### src/rtl/multi_clock_divider.sv
// multi_clock_divider: CH independent runtime-programmable clock dividers from one clock.
// Each channel emits a one-cycle tick per period and a registered near-50% square wave.
// Optional macro CLKDIV_SYNC_EN adds a sync_restart input that phase-aligns enabled channels.
module multi_clock_divider #(
  parameter int unsigned    CH          = 4,
  parameter int unsigned    W           = 32,
  parameter logic [W-1:0]   DEFAULT_DIV = W'(50000000),
  parameter int unsigned    SELW        = (CH > 1) ? $clog2(CH) : 1
) (
  input  logic            cin,
  input  logic            resetn,
  input  logic [CH-1:0]   en,
  input  logic            div_wr,
  input  logic [SELW-1:0] div_sel,
  input  logic [W-1:0]    div_val,
`ifdef CLKDIV_SYNC_EN
  input  logic            sync_restart,
`endif
  output logic [CH-1:0]   tick,
  output logic [CH-1:0]   cout
);

  localparam logic [W-1:0] TWO   = W'(2);
  // Periods below 2 cannot produce a tick and a square wave, so clamp them.
  localparam logic [W-1:0] DEF_N = (DEFAULT_DIV < TWO) ? TWO : DEFAULT_DIV;

  logic [W-1:0]  cnt_q    [CH];
  logic [W-1:0]  cnt_d    [CH];
  logic [W-1:0]  period_q [CH];
  logic [W-1:0]  period_d [CH];
  logic [W-1:0]  pend_q   [CH];
  logic [W-1:0]  pend_d   [CH];
  logic [W-1:0]  pend_eff [CH];
  logic [W-1:0]  cnt_inc  [CH];
  logic [CH-1:0] pend_valid_q, pend_valid_d, pend_eff_valid;
  logic [CH-1:0] tick_q, tick_d, cout_q, cout_d;
  logic [CH-1:0] wr_hit, wrap;
  logic [W-1:0]  div_clamped;
  logic [31:0]   sel_ext;
  logic          restart;

`ifdef CLKDIV_SYNC_EN
  assign restart = sync_restart;
`else
  assign restart = 1'b0;
`endif

  assign div_clamped = (div_val < TWO) ? TWO : div_val;
  assign sel_ext     = 32'(div_sel);

  // Per-channel decode: write hit, effective pending value (write-through), wrap and increment.
  always_comb begin
    for (int i = 0; i < CH; i++) begin
      // Out-of-range selects never match any channel, so such writes are dropped.
      wr_hit[i]         = div_wr && (sel_ext == $unsigned(i));
      pend_eff[i]       = wr_hit[i] ? div_clamped : pend_q[i];
      pend_eff_valid[i] = wr_hit[i] | pend_valid_q[i];
      wrap[i]           = (cnt_q[i] == period_q[i] - W'(1));
      cnt_inc[i]        = wrap[i] ? '0 : cnt_q[i] + W'(1);
    end
  end

  // Next-state: count while enabled, clear while idle or restarting, apply pending at safe points.
  always_comb begin
    for (int i = 0; i < CH; i++) begin
      cnt_d[i]        = '0;
      tick_d[i]       = 1'b0;
      cout_d[i]       = 1'b0;
      period_d[i]     = period_q[i];
      pend_d[i]       = pend_eff[i];
      pend_valid_d[i] = pend_eff_valid[i];
      if (en[i] && !restart) begin
        cnt_d[i]  = cnt_inc[i];
        tick_d[i] = wrap[i];
        // High for the last floor(N/2) counts, so it falls together with tick.
        cout_d[i] = (cnt_inc[i] >= (period_q[i] - (period_q[i] >> 1)));
      end
      // Only swap the period between periods so the running one always completes.
      if (pend_eff_valid[i] && (!en[i] || restart || wrap[i])) begin
        period_d[i]     = pend_eff[i];
        pend_valid_d[i] = 1'b0;
      end
    end
  end

  // State registers with asynchronous active-low reset.
  always_ff @(posedge cin or negedge resetn) begin
    if (!resetn) begin
      for (int i = 0; i < CH; i++) begin
        cnt_q[i]    <= '0;
        period_q[i] <= DEF_N;
        pend_q[i]   <= '0;
      end
      pend_valid_q <= '0;
      tick_q       <= '0;
      cout_q       <= '0;
    end else begin
      for (int i = 0; i < CH; i++) begin
        cnt_q[i]    <= cnt_d[i];
        period_q[i] <= period_d[i];
        pend_q[i]   <= pend_d[i];
      end
      pend_valid_q <= pend_valid_d;
      tick_q       <= tick_d;
      cout_q       <= cout_d;
    end
  end

  assign tick = tick_q;
  assign cout = cout_q;

endmodule
### config.mk
export PLATFORM = sky130hd
export DESIGN_NAME = multi_clock_divider
export DESIGN_NICKNAME = d
export VERILOG_FILES = /design/src/rtl/multi_clock_divider.sv
export SDC_FILE = /design/constraint.sdc
export NUM_CORES = 1
export LEC_CHECK = 0
export CORE_MARGIN = 2
export CORE_UTILIZATION = 58
export CTS_CLUSTER_DIAMETER = 80
export DETAILED_ROUTE_END_ITERATION = 16
export PLACE_DENSITY_LB_ADDON = 0.08
export RECOVER_POWER = 100
export SLEW_MARGIN = 20
export SYNTH_ARGS = -nofsm -noshare
export SYNTH_HDL_FRONTEND = slang
export SYNTH_SLANG_ARGS = --single-unit
### constraint.sdc
create_clock -name cin -period 4.56 [get_ports cin]
set_clock_uncertainty 0.2 [all_clocks]
set_input_delay 0.684 -clock cin [delete_from_list [all_inputs] [get_ports cin]]
set_output_delay 0.684 -clock cin [all_outputs]
set_load 0.05 [all_outputs]
==> impl_metrics.tcl <==
set metrics [dict create \
    tritoncts "built" \
    cp-endpoint "cout[0]" \
    violations "max-capacitance violations, max-slew violations, negative setup slack" \
    post-route-min-period_ps 4560 \
    cp.required_ps 4870 \
    yosys.area.top_type_share 0.279 \
    grt_use_total 0.307 \
    final_nets 4247 \
    r2r-end "cout[0]" \
    worstMarginPinSlew_ps 2420 \
    critical-path-max-stage-delay_ps 530 \
    power_mw 24.6 \
    syn2layout_area_growth_pct 22.8 \
    fin_setup_tns_ps -1.94 \
    first_global_vias 27200 \
    ys_top_cells_by_area "dfrtp_1 (28%), ha_1 (15%), mux2_2 (7.4%), xnor2_1 (7.3%), nor2_1 (5.2%)" \
    critPathLaunchType "register" \
    vdd_ir_drop_max_mv 0.492 \
    overflow 0 \
    post_drt_wl_per_cell_um 19.0 \
    slew_headroom -0.614 \
    worst_hold_slack_ps 281 \
    fillCellCount 4088 \
    clock.fmax_ghz 0.219 \
    synthDistinctLibCells 81 \
    start_util 0.590 \
    path_depth 21 \
    final_cell_mix "nor2_1 (421), buf_4 (418), ha_1 (359)" \
    synth.largest_area_cell "dfrtp_1" \
    cts_htree_levels 2 \
    ys_seq_elements 396 \
    yosysSeqAreaShare 0.320 \
    crit_fanout 8 \
    timing.reg2reg.setup_slack_ps -2 \
    min_period_over_period 1.00 \
    clk_path_buf_depth 3 \
    dr.pass1.iters 5 \
    path_class "reg -> reg" \
    num_rows 84 \
    place_congestion 0.958 \
    viasPerCell 5.77 \
    drt-initial-drc-count 1314 \
    synth_edf_count 0 \
    grt_start_max_net_pins 91 \
    cts_root_buf "clkbuf_16" \
    die_area_um2 55600 \
    clk_pin_slew_worst_paths_ps 60 \
    routed_wl_um 86200 \
    numPortBuffers 48 \
    crit_family "simple AND/OR/NAND/NOR gates" \
    final-instance-count-excl-fill 4542 \
    clkSinkCount 396 \
    dp.cells 4414 \
    end_kind "register" \
    p_leak_nw 18.1 \
    layout_commonest_cell "nor2_1" \
    vias 26200 \
    ioPinCount 49 \
    avgSynthCellArea_um2 9.32 \
    r2r_cells 21 \
    crit_buf_inv 4 \
    min_path_type "reg -> reg" \
    die_width_um 236 \
    syn-cell-area_um2 31200 \
    clkLatencyLatePin_ps 590 \
    numCtsBuffers 44 \
    drive_gt1_frac 0.229 \
    rsz0062_at_grt "yes" \
    hpwl_um 67400 \
    synthFlopType "dfrtp_1" \
    drv_cap 4 \
    crit_chain "buf_6 > inv_4 > buf_4 > ha_1 > and4_4 > a21oi_2 > a211oi_4 > or4b_4 > nor3_4 > and4_4 > buf_12 > nor2_1 > ha_1 > nand2_2 > nor3_4 > or4b_4 > nor2_4 > a211oi_2 > o21ai_1 > a21oi_2 > a21boi_1" \
    yosys_warnings 0 \
    fin_ws_ps -1.94 \
    setup_violations 1 \
    crit_slowest_cell "or4b_4" \
    antenna_found_initial 4 \
    diodes 0 \
    finalMaxSlewViolations 194 \
    core_um2 52900 \
    final_util 0.724 \
    startpoint "period_q[97]" \
    hold_viol 0 \
    route.detailed.drc 0 \
    netlist_instances 3345 \
    grt_first_pass_wirelength_um 137000 \
    power_density_nw_per_um2 643 \
    ys_async_sr_fraction 1.00 \
    crit-reg2reg-launch "period_q[97]" \
    die-height_um 236 \
    min-delay-start "pend_q[121]" \
    ant_nets 0 \
    arrival_ps 4870 \
    syn_nets 3774 \
    outcome "complete, but fails checks" \
]
cell type report:
class / count / area [um^2] / area share
Clock buffer: 59 / 1270 / 0.0331
Clock inverter: 23 / 319 / 0.00833
Inverter: 257 / 967 / 0.0253
Multi-Input combinational cell: 2622 / 20900 / 0.546
Sequential cell: 396 / 9970 / 0.260
Tap cell: 688 / 861 / 0.0225
Timing Repair Buffer: 497 / 3990 / 0.104
sequential cells by signal, summed over array words and instances, names as in the netlist:
| signal | count |
|---|---|
| cnt_q | 128 |
| pend_q | 128 |
| period_q | 128 |
| cout | 4 |
| pend_valid_q | 4 |
| tick | 4 |
metrics by stage:
step | worst slack [ps] | cell area (um^2)
after CTS | 1.43 | 37300
after floorplan | -11.0 | 31200
after detailed placement | -515 | 35400
final | -1.94 | 38300
after global routing | -222 | 38300
after global placement | -378 | 35400
repair_timing:
item	CTS	global route
cloned	1	1
pin swaps	34	117
endpoints found under the setup margin	4	58
hold buffers	1	0
resized for setup	63	195
endpoints found under the hold margin	69	0
buffers inserted	16	28
where the power goes:
part | internal [mW] | switching, mW
combinational | 7.68 | 8.41
clock | 2.36 | 1.51
sequential | 4.28 | 0.395
worst register-to-register path, cell delays in order (launching register included):
cell and delay, ps:
dfrtp_1 410, buf_6 140, inv_4 60, buf_4 90, ha_1 150, and4_4 280
a21oi_2 80, a211oi_4 220, or4b_4 510, nor3_4 180, and4_4 300, buf_12 170
nor2_1 70, ha_1 320, nand2_2 90, nor3_4 220, or4b_4 530, nor2_4 130
a211oi_2 40, o21ai_1 90, a21oi_2 50, a21boi_1 120
kinds of logic after synthesis:
logic type	after synthesis	synth area share
DFF	396	0.320
buffers and inverters	327	0.0420
adders and majority gates	388	0.157
and+or+nand+nor	1066	0.167
AOI/OAI and AO/OA	485	0.101
muxes	256	0.0922
xor gates and xnor gates	427	0.122
worst min path at each step:
stage,cells after the start,endpoint
after floorplan,0,cnt_q[0]
after global placement,2,pend_q[0]
after detailed placement,2,pend_q[1]
after CTS,2,pend_q[33]
after global routing,1,pend_q[115]
final,1,pend_q[121]
metal layers:
| layer | global-route usage | share of wire |
|---|---|---|
| met3 | 0.0570 | 0.050 |
| met5 | 0 | 0 |
| met1 | 0.342 | 0.39 |
| met4 | 0.143 | 0.050 |
| met2 | 0.563 | 0.51 |
Yosys cell counts, types with 6 or more instances:
master / count
nand2_1: 137
dfrtp_1: 348
mux2_2: 204
a211oi_1: 35
o41ai_1: 12
o31a_1: 7
xnor2_1: 259
nand3_1: 100
ha_1: 384
o31ai_1: 17
o22ai_1: 7
a21oi_1: 155
nor2b_1: 46
mux2_1: 45
buf_2: 13
a21o_1: 38
nor2_1: 432
xor2_1: 164
nand2b_1: 52
or2_2: 16
o21bai_1: 27
dfstp_2: 48
and2_1: 9
o211ai_1: 15
a31oi_1: 11
o221a_2: 6
clkbuf_1: 47
o21ai_0: 87
and3_1: 37
nor4_1: 28
mux2i_1: 7
o2111ai_1: 7
or4_1: 8
or3_1: 25
nand3b_1: 8
nor3_1: 70
nand4_1: 48
and4_1: 23
inv_1: 257
Note: power is estimated with default switching activity, not from simulation.
